<file path="src/rtl/samp_fifo_param_if.sv">
// samp_fifo_param_if: producer/consumer bundle for the I/Q sample FIFO.
// master drives requests and write data; slave (the FIFO) returns status.
interface samp_fifo_param_if #(
  parameter int WIDTH = 24,
  parameter int DEPTH = 8
);
  localparam int CW = $clog2(DEPTH) + 1;

  logic             PushIn;
  logic [WIDTH-1:0] SampI;
  logic [WIDTH-1:0] SampQ;
  logic             PullOut;
  logic             ClearErr;
  logic [WIDTH-1:0] OutI;
  logic [WIDTH-1:0] OutQ;
  logic             OutValid;
  logic             Full;
  logic             Empty;
  logic             AlmostFull;
  logic             AlmostEmpty;
  logic [CW-1:0]    Count;
  logic             Overflow;
  logic             Underflow;

  modport master (
    output PushIn, SampI, SampQ,
    output PullOut, ClearErr,
    input  OutI, OutQ, OutValid,
    input  Full, Empty,
    input  AlmostFull, AlmostEmpty,
    input  Count, Overflow, Underflow
  );

  modport slave (
    input  PushIn, SampI, SampQ,
    input  PullOut, ClearErr,
    output OutI, OutQ, OutValid,
    output Full, Empty,
    output AlmostFull, AlmostEmpty,
    output Count, Overflow, Underflow
  );
endinterface

</file>
<file path="src/rtl/samp_fifo_param.sv">
// samp_fifo_param: parametrised first-word-fall-through I/Q sample FIFO
// with occupancy count, almost flags and sticky overflow/underflow.
module samp_fifo_param #(
  parameter int WIDTH      = 24,
  parameter int DEPTH      = 8,
  parameter int AFULL_LVL  = 6,
  parameter int AEMPTY_LVL = 1
) (
  input logic             Clk,
  input logic             Reset,
  samp_fifo_param_if.slave bus
);
  localparam int AW = $clog2(DEPTH);
  localparam int CW = AW + 1;

  logic [2*WIDTH-1:0] mem_q [DEPTH];

  logic [CW-1:0] wptr_q, wptr_d;
  logic [CW-1:0] rptr_q, rptr_d;
  logic [CW-1:0] cnt_q, cnt_d;
  logic          ovf_q, ovf_d;
  logic          udf_q, udf_d;

  logic          full;
  logic          empty;
  logic          push_ok;
  logic          pull_ok;
  logic          ovf_evt;
  logic          udf_evt;
  logic [2*WIDTH-1:0] head;

  // Pointer-based full/empty; the extra MSB tells a wrap apart.
  always_comb begin
    empty = (wptr_q == rptr_q);
    full  = (wptr_q[AW-1:0] == rptr_q[AW-1:0]) &&
            (wptr_q[AW] != rptr_q[AW]);
  end

  // A pull frees a slot in the same cycle, so a full FIFO still
  // accepts a push when it is also being pulled.
  always_comb begin
    push_ok = bus.PushIn && (!full || bus.PullOut);
    pull_ok = bus.PullOut && !empty;
    ovf_evt = bus.PushIn && full && !bus.PullOut;
    udf_evt = bus.PullOut && empty;
  end

  // Next-state for pointers, occupancy and sticky error flags.
  always_comb begin
    wptr_d = wptr_q;
    rptr_d = rptr_q;
    cnt_d  = cnt_q;
    ovf_d  = ovf_q;
    udf_d  = udf_q;
    if (push_ok) wptr_d = wptr_q + CW'(1);
    if (pull_ok) rptr_d = rptr_q + CW'(1);
    unique case ({push_ok, pull_ok})
      2'b10:   cnt_d = cnt_q + CW'(1);
      2'b01:   cnt_d = cnt_q - CW'(1);
      default: cnt_d = cnt_q;
    endcase
    if (bus.ClearErr) begin
      ovf_d = 1'b0;
      udf_d = 1'b0;
    end
    if (ovf_evt) ovf_d = 1'b1;
    if (udf_evt) udf_d = 1'b1;
  end

  // Control state register with synchronous reset.
  always_ff @(posedge Clk) begin
    if (Reset) begin
      wptr_q <= '0;
      rptr_q <= '0;
      cnt_q  <= '0;
      ovf_q  <= 1'b0;
      udf_q  <= 1'b0;
    end else begin
      wptr_q <= wptr_d;
      rptr_q <= rptr_d;
      cnt_q  <= cnt_d;
      ovf_q  <= ovf_d;
      udf_q  <= udf_d;
    end
  end

  // Sample storage; contents are left as-is on reset.
  always_ff @(posedge Clk) begin
    if (!Reset && push_ok)
      mem_q[wptr_q[AW-1:0]] <= {bus.SampI, bus.SampQ};
  end

  // Head entry falls through; outputs forced to zero when empty.
  always_comb begin
    head            = mem_q[rptr_q[AW-1:0]];
    bus.OutI        = empty ? '0 : head[2*WIDTH-1:WIDTH];
    bus.OutQ        = empty ? '0 : head[WIDTH-1:0];
    bus.OutValid    = !empty;
    bus.Full        = full;
    bus.Empty       = empty;
    bus.AlmostFull  = (cnt_q >= CW'(AFULL_LVL));
    bus.AlmostEmpty = (cnt_q <= CW'(AEMPTY_LVL));
    bus.Count       = cnt_q;
    bus.Overflow    = ovf_q;
    bus.Underflow   = udf_q;
  end
endmodule

</file>
<file path="src/flat_wrapper.sv">
// flat-port wrapper written by rule: the top's interface ports become plain ports
module samp_fifo_param_flat 
#(
  parameter int WIDTH      = 24,
  parameter int DEPTH      = 8,
  parameter int AFULL_LVL  = 6,
  parameter int AEMPTY_LVL = 1
)
  (Clk, Reset, bus_PushIn, bus_SampI, bus_SampQ, bus_PullOut, bus_ClearErr, bus_OutI, bus_OutQ, bus_OutValid, bus_Full, bus_Empty, bus_AlmostFull, bus_AlmostEmpty, bus_Count, bus_Overflow, bus_Underflow);
  samp_fifo_param_if #(.WIDTH(WIDTH), .DEPTH(DEPTH)) bus_i ();
  input logic Clk;
  input logic Reset;
  input wire logic [$bits(bus_i.PushIn)-1:0] bus_PushIn;
  input wire logic [$bits(bus_i.SampI)-1:0] bus_SampI;
  input wire logic [$bits(bus_i.SampQ)-1:0] bus_SampQ;
  input wire logic [$bits(bus_i.PullOut)-1:0] bus_PullOut;
  input wire logic [$bits(bus_i.ClearErr)-1:0] bus_ClearErr;
  output wire logic [$bits(bus_i.OutI)-1:0] bus_OutI;
  output wire logic [$bits(bus_i.OutQ)-1:0] bus_OutQ;
  output wire logic [$bits(bus_i.OutValid)-1:0] bus_OutValid;
  output wire logic [$bits(bus_i.Full)-1:0] bus_Full;
  output wire logic [$bits(bus_i.Empty)-1:0] bus_Empty;
  output wire logic [$bits(bus_i.AlmostFull)-1:0] bus_AlmostFull;
  output wire logic [$bits(bus_i.AlmostEmpty)-1:0] bus_AlmostEmpty;
  output wire logic [$bits(bus_i.Count)-1:0] bus_Count;
  output wire logic [$bits(bus_i.Overflow)-1:0] bus_Overflow;
  output wire logic [$bits(bus_i.Underflow)-1:0] bus_Underflow;
  assign bus_i.PushIn = bus_PushIn;
  assign bus_i.SampI = bus_SampI;
  assign bus_i.SampQ = bus_SampQ;
  assign bus_i.PullOut = bus_PullOut;
  assign bus_i.ClearErr = bus_ClearErr;
  assign bus_OutI = bus_i.OutI;
  assign bus_OutQ = bus_i.OutQ;
  assign bus_OutValid = bus_i.OutValid;
  assign bus_Full = bus_i.Full;
  assign bus_Empty = bus_i.Empty;
  assign bus_AlmostFull = bus_i.AlmostFull;
  assign bus_AlmostEmpty = bus_i.AlmostEmpty;
  assign bus_Count = bus_i.Count;
  assign bus_Overflow = bus_i.Overflow;
  assign bus_Underflow = bus_i.Underflow;
  samp_fifo_param #(.WIDTH(WIDTH), .DEPTH(DEPTH), .AFULL_LVL(AFULL_LVL), .AEMPTY_LVL(AEMPTY_LVL)) u_core (.Clk(Clk), .Reset(Reset), .bus(bus_i));
endmodule
</file>
<file path="config.mk">
export PLATFORM = sky130hd
export DESIGN_NAME = samp_fifo_param_flat
export DESIGN_NICKNAME = d
export VERILOG_FILES = /design/src/rtl/samp_fifo_param_if.sv /design/src/rtl/samp_fifo_param.sv /design/src/flat_wrapper.sv
export SDC_FILE = /design/constraint.sdc
export NUM_CORES = 1
export LEC_CHECK = 0
export CAP_MARGIN = 20
export CORE_MARGIN = 1
export CORE_UTILIZATION = 63
export CTS_CLUSTER_DIAMETER = 120
export DETAILED_ROUTE_END_ITERATION = 8
export GPL_ROUTABILITY_DRIVEN = 0
export PLACE_DENSITY_LB_ADDON = 0.12
export SLEW_MARGIN = 20
export SYNTH_ARGS = -nofsm -noshare
export SYNTH_HDL_FRONTEND = slang
export SYNTH_SLANG_ARGS = --single-unit
</file>
<file path="constraint.sdc">
create_clock -name Clk -period 14.5 [get_ports Clk]
set_clock_uncertainty 0.2 [all_clocks]
set_input_delay 2.9 -clock Clk [delete_from_list [all_inputs] [get_ports Clk]]
set_output_delay 2.9 -clock Clk [all_outputs]
set_load 0.01 [all_outputs]
</file>
Word-level counts from Yosys, hierarchy flattened
Memories as Yosys holds them, arrays and structs flattened. A register that Yosys moved wholly into a read port is not among the register bits. Cells that the tools add are included.

$add $sub $neg: 4. Magnitude comparators: 2. Eq/ne operators: 5. Mux-type cells: 10. Reduce and logical (&&, ||, !) cells: 15.

Operators by type and width (number): 24-bit 2-to-1 mux (2); 4-bit by 1-bit adder with 4-bit output, second input constant (3); 4-bit case mux with 2 select lines (1); 1-bit logical AND (7); 3-bit 2-to-1 mux (2); 2-bit nonzero test (3); 1-bit 2-to-1 mux (5); 4-bit == test (1); 4-bit by 3-bit >= comparator with 1-bit output, second input constant (1); 4-bit by 1-bit less-or-equal comparator with 1-bit output, second input constant (1); 1-bit logical NOT (4); 4-bit by 1-bit subtractor with 4-bit output, second input constant (1); 3-bit == test (1); 2-bit by 1-bit == test with 1-bit output, second input constant (1); 2-bit == test, second input constant (1); 1-bit logical OR (1); 1-bit inequality test (1).

Register bits: 14. RAM bits: 384. Bits of input ports: 53. Output and inout port bits: 59. Logic and storage cells: 42. Memories kept: 1.

Memory list: u_core.mem_q (words 8, width 48, rd ports 1, clocked after Yosys merged registers in 1, wr ports 1, RTL line samp_fifo_param.sv:16) `logic [2*WIDTH-1:0] mem_q [DEPTH];`.

Depth between registers and ports, before layout
Depth after elaboration: 8. Depth in mapped cells: 9. Gate-level depth less buffers: 8.

Worst setup path after synthesis
OpenSTA, ideal clock, no wires.

Path type: input -> register. Start point: in bus_PushIn. End point: mem u_core.mem_q[1][0] (netlist bit), enable pin. Setup time: 0.573 ns. Arrival: 7.962 ns. Data required time: 13.727 ns. Path slack: 5.765 ns. Stages on the path: 3. Cell sequence: clkbuf_1 o21ai_1 nor4_1.

Longest elaborated chain between the ends: 4.

RTL lines: from (decl) (RTL line flat_wrapper.sv:13) `input wire logic [$bits(bus_i.PushIn)-1:0] bus_PushIn;`; 1-bit logical AND (RTL line samp_fifo_param.sv:42) `push_ok = bus.PushIn && (!full || bus.PullOut);`; 1-bit logical AND (RTL line samp_fifo_param.sv:89) `if (!Reset && push_ok)`; 1-bit 2-to-1 mux (RTL line samp_fifo_param.sv:89); 1-bit 2-to-1 mux (not written as such) (RTL line samp_fifo_param.sv:90) `mem_q[wptr_q[AW-1:0]] <= {bus.SampI, bus.SampQ};`; to (decl) (RTL line samp_fifo_param.sv:16).

Every way passes these cells.

==> results by group <==
Timing
  • Final Max Tran Viols: 0
  • RSZ-0062 raised after global routing: no
  • Count of final setup violators: 0
  • Rel. slew slack: 0.298
  • Worst-Margin Slew: 1.05 ns
  • Max Fclk: 140 MHz
  • Final Critical Period: 7.14 ns
  • Final Cycle Share: 0.492
  • Hold Vio Cnt, Final: 0
  • WHS: 0.310 ns
  • Setup TNS Final: 0 ns

Clocking
  • # resized after CTS: 0
  • Clock-pin slew on the worst setup and hold paths: 0.06 ns
  • CTS tree: yes
  • Clock tree root driver cell: clkbuf_16
  • Hold-fix buffers, CTS: 0
  • Setup Buffers After CTS: 0
  • CTS Buf Count: 41
  • H-tree Lvls: 2
  • CTS sink count: 401
  • Later-pin clock latency in the skew report: 0.52 ns
  • CTS Buffer Depth: 3

Setup path
  • Reg2Reg Launch Point: u_core.wptr_q[3]
  • Data arrival, critical path: 4.04 ns
  • Kind of critical path: flop to output pin
  • CP endpoint kind: output pin
  • WP data required: 11.40 ns
  • R2R depth: 8
  • Reg-to-Reg End: u_core.bus.Count[3]
  • Crit path launch type: flop
  • Max FO, Critical Path: 50
  • R2R Setup Slk: 10.94 ns

Die
  • I/O Pins: 112
  • Initial Util: 0.641
  • Die Width: 159 um
  • DIE HEIGHT: 159 um
  • DIE AREA: 0.0254 mm^2
  • Core area: 0.0243 mm^2
  • Std-Cell Rows: 57

Power
  • Clk network pwr share: 0.328
  • Peak VDD IR: 0.000121 V
  • Combinational share of power: 0.223
  • P per Cell Area: 163 mW/mm^2
  • Net Sw Frac: 0.253
  • Reg power frac: 0.449
  • Pint: 2230 uW
  • LEAKAGE: 0.00568 uW
  • Switch Pwr: 758 uW

Place
  • Detailed placement HPWL: 16.2 mm
  • Port Buffers: 111
  • Placed cell areas: 0.0171 mm^2
  • DP Cell Count: 1146

Global route
  • Congestion Overflow GR: 0
  • Antenna violations before repair: 3
  • Wire length of the first global-routing pass: 47.7 mm
  • GR Util All Layers: 0.253
  • Largest net degree at the start of global routing: 51
  • Vias in the first global route: 8180

Yosys
  • Post-synthesis register bit count: 401
  • Yosys Warn Count: 0
  • Mean Syn Cell Area: 21.2 um^2
  • Syn_nets: 796
  • Mapped Area: 0.0156 mm^2
  • Async S/R FF share, synth: 0
  • Library cells used by synthesis: 43
  • Post-synthesis instance total: 736
  • Number of synthesized flops with an enable pin: 384
  • Top_reg_cell synth: edfxtp_1
  • Sequential area share after synthesis: 0.761

Route
  • Drt wl/cell: 25.2 um
  • Initial DRC Count: 499
  • Pre-Repair DR Iteration Count: 4
  • WL final: 30.8 mm
  • Detail Route Antenna Nets: 0
  • Met3 WL: 1.74 mm
  • Top Metal Used: met4
  • Met1 Wirelength: 12.1 mm
  • Metal2 WL: 16.2 mm
  • Via count: 7561
  • Vias per inst: 6.19
  • Number of remaining DRC errors: 0

Layout
  • Non-Filler Instances: 1222
  • Area of the multi-input gates: 0.00354 mm^2
  • Final net count: 925
  • Core Util, Final: 0.755
  • Layout cells sized above 1: 0.204
  • Fillers: 1355
  • Post-route cell area: 0.0184 mm^2
  • Seq. cell area: 0.0119 mm^2
  • Area Growth Syn to Fin: 17.7%

Flow run
  • Max-Cap Viols: 0

Hold path
  • Hold_sp: u_core.bus.Overflow
  • Hold Path Sink: u_core.bus.Overflow
  • Hold/Removal Path Class: flop to flop
  • Hold depth: 2

Outcome
  • Status: completed
[Yosys cell counts, drive strengths merged, types with 3 or more instances]
master	count	share of area
xnor2	4	0.0022
o311ai	4	0.0022
or3	3	0.0012
dfxtp	17	0.022
nor4	4	0.0016
a21oi	5	0.0016
xor2	7	0.0039
nor3	3	0.00096
mux2i	51	0.033
o21ai	5	0.0016
nand4	3	0.0012
nand2	6	0.0014
clkbuf	13	0.0031
ha	7	0.0056
edfxtp	384	0.74
mux4	96	0.14
nor2	61	0.015
buf	27	0.0097
nand2b	4	0.0016
inv	9	0.0022
nor3b	3	0.0014
[layout make-up]
| type | instances | share of cell area |
|---|---|---|
| sequential | 401 | 0.647 |
| multi-input combinational | 285 | 0.193 |
| timing repair buffer | 126 | 0.0666 |
| clock buffer | 56 | 0.0629 |
| tap | 324 | 0.0221 |
| clock inverter | 17 | 0.00593 |
| inverter | 10 | 0.00211 |
| antenna | 3 | 0.000409 |
[power by group through the flow]
| stage | Sequential [uW] | Clock [uW] | Combinational (uW) |
|---|---|---|---|
| final | 1340 | 983 | 666 |
| after global routing | 1350 | 1040 | 714 |
| after CTS | 1340 | 995 | 678 |
| after detailed placement | 1370 | 0 | 669 |
| after global placement | 1360 | 0 | 659 |
| after floorplan | 1350 | 0 | 426 |
[sequential cells by signal, indices dropped and copies added, names as in the netlist, named ones only]
name,flops
u_core.bus.Underflow,1
u_core.rptr_q,4
u_core.bus.Count,4
u_core.mem_q,384
u_core.wptr_q,4
u_core.bus.Overflow,1
[worst max-delay path by stage]
stage | slack, ns | cells after the start | endpoint | startpoint
global route | 7.05 | 6 | bus_OutQ[0] | flop
finish | 7.36 | 6 | bus_OutQ[0] | flop
global placement | 7.85 | 6 | bus_OutQ[0] | flop
CTS | 7.24 | 6 | bus_OutQ[0] | flop
floorplan | 5.76 | 3 | u_core.mem_q[1][0] | bus_PushIn
detailed placement | 7.81 | 6 | bus_OutQ[0] | flop
[cells by family (layout without fill, tap and decap cells)]
kind of cell	after synthesis	count (layout)	share of synthesized area
DFF	401	401	0.761
muxes	147	147	0.171
and+or+nand+nor	98	98	0.0296
buffers and inverters	50	209	0.0153
AOI/OAI and AO/OA	22	22	0.0110
xor gates and xnor gates	11	11	0.00618
adders and majority gates	7	7	0.00561
other	0	3	0
[stage by stage]
| step | power, uW | setup WS (ns) |
|---|---|---|
| finish | 2990 | 7.36 |
| global route | 3100 | 7.05 |
| CTS | 3020 | 7.24 |
| detailed placement | 2040 | 7.81 |
| global placement | 2020 | 7.85 |
| floorplan | 1770 | 5.76 |
[placed cells by master, fill, tap and decap left out, drive strengths merged, types with 2 or more instances in the layout]
cell type / n
nand2: 6
clkinvlp: 2
o311ai: 4
nand4: 3
ha: 7
xnor2: 4
a211oi: 2
clkdlybuf4s50: 111
edfxtp: 384
nor4: 4
clkbuf: 56
xor2: 7
inv: 10
a21oi: 5
nor3: 3
mux4: 96
or4: 2
o21ai: 5
clkinv: 14
diode: 3
nand2b: 4
nor2b: 2
nand3: 2
or3: 3
mux2i: 51
nor3b: 3
nor2: 61
dfxtp: 17
buf: 15
[critical path: stages, from the launching register on]
cell             delay (ns)
dfxtp_4                0.47
buf_4                  0.78
buf_4                  0.75
mux4_2                 0.60
mux2i_1                0.20
nor2_1                 0.10
clkdlybuf4s50_1        0.56
[routing by layer]
layer	global-route usage	vias to the layer above
met1	0.329	3933
li1	-	3289
met2	0.441	274
met3	0.0417	65
met4	0.0848	0
met5	0	-
Power figures use the tool's default switching activity.
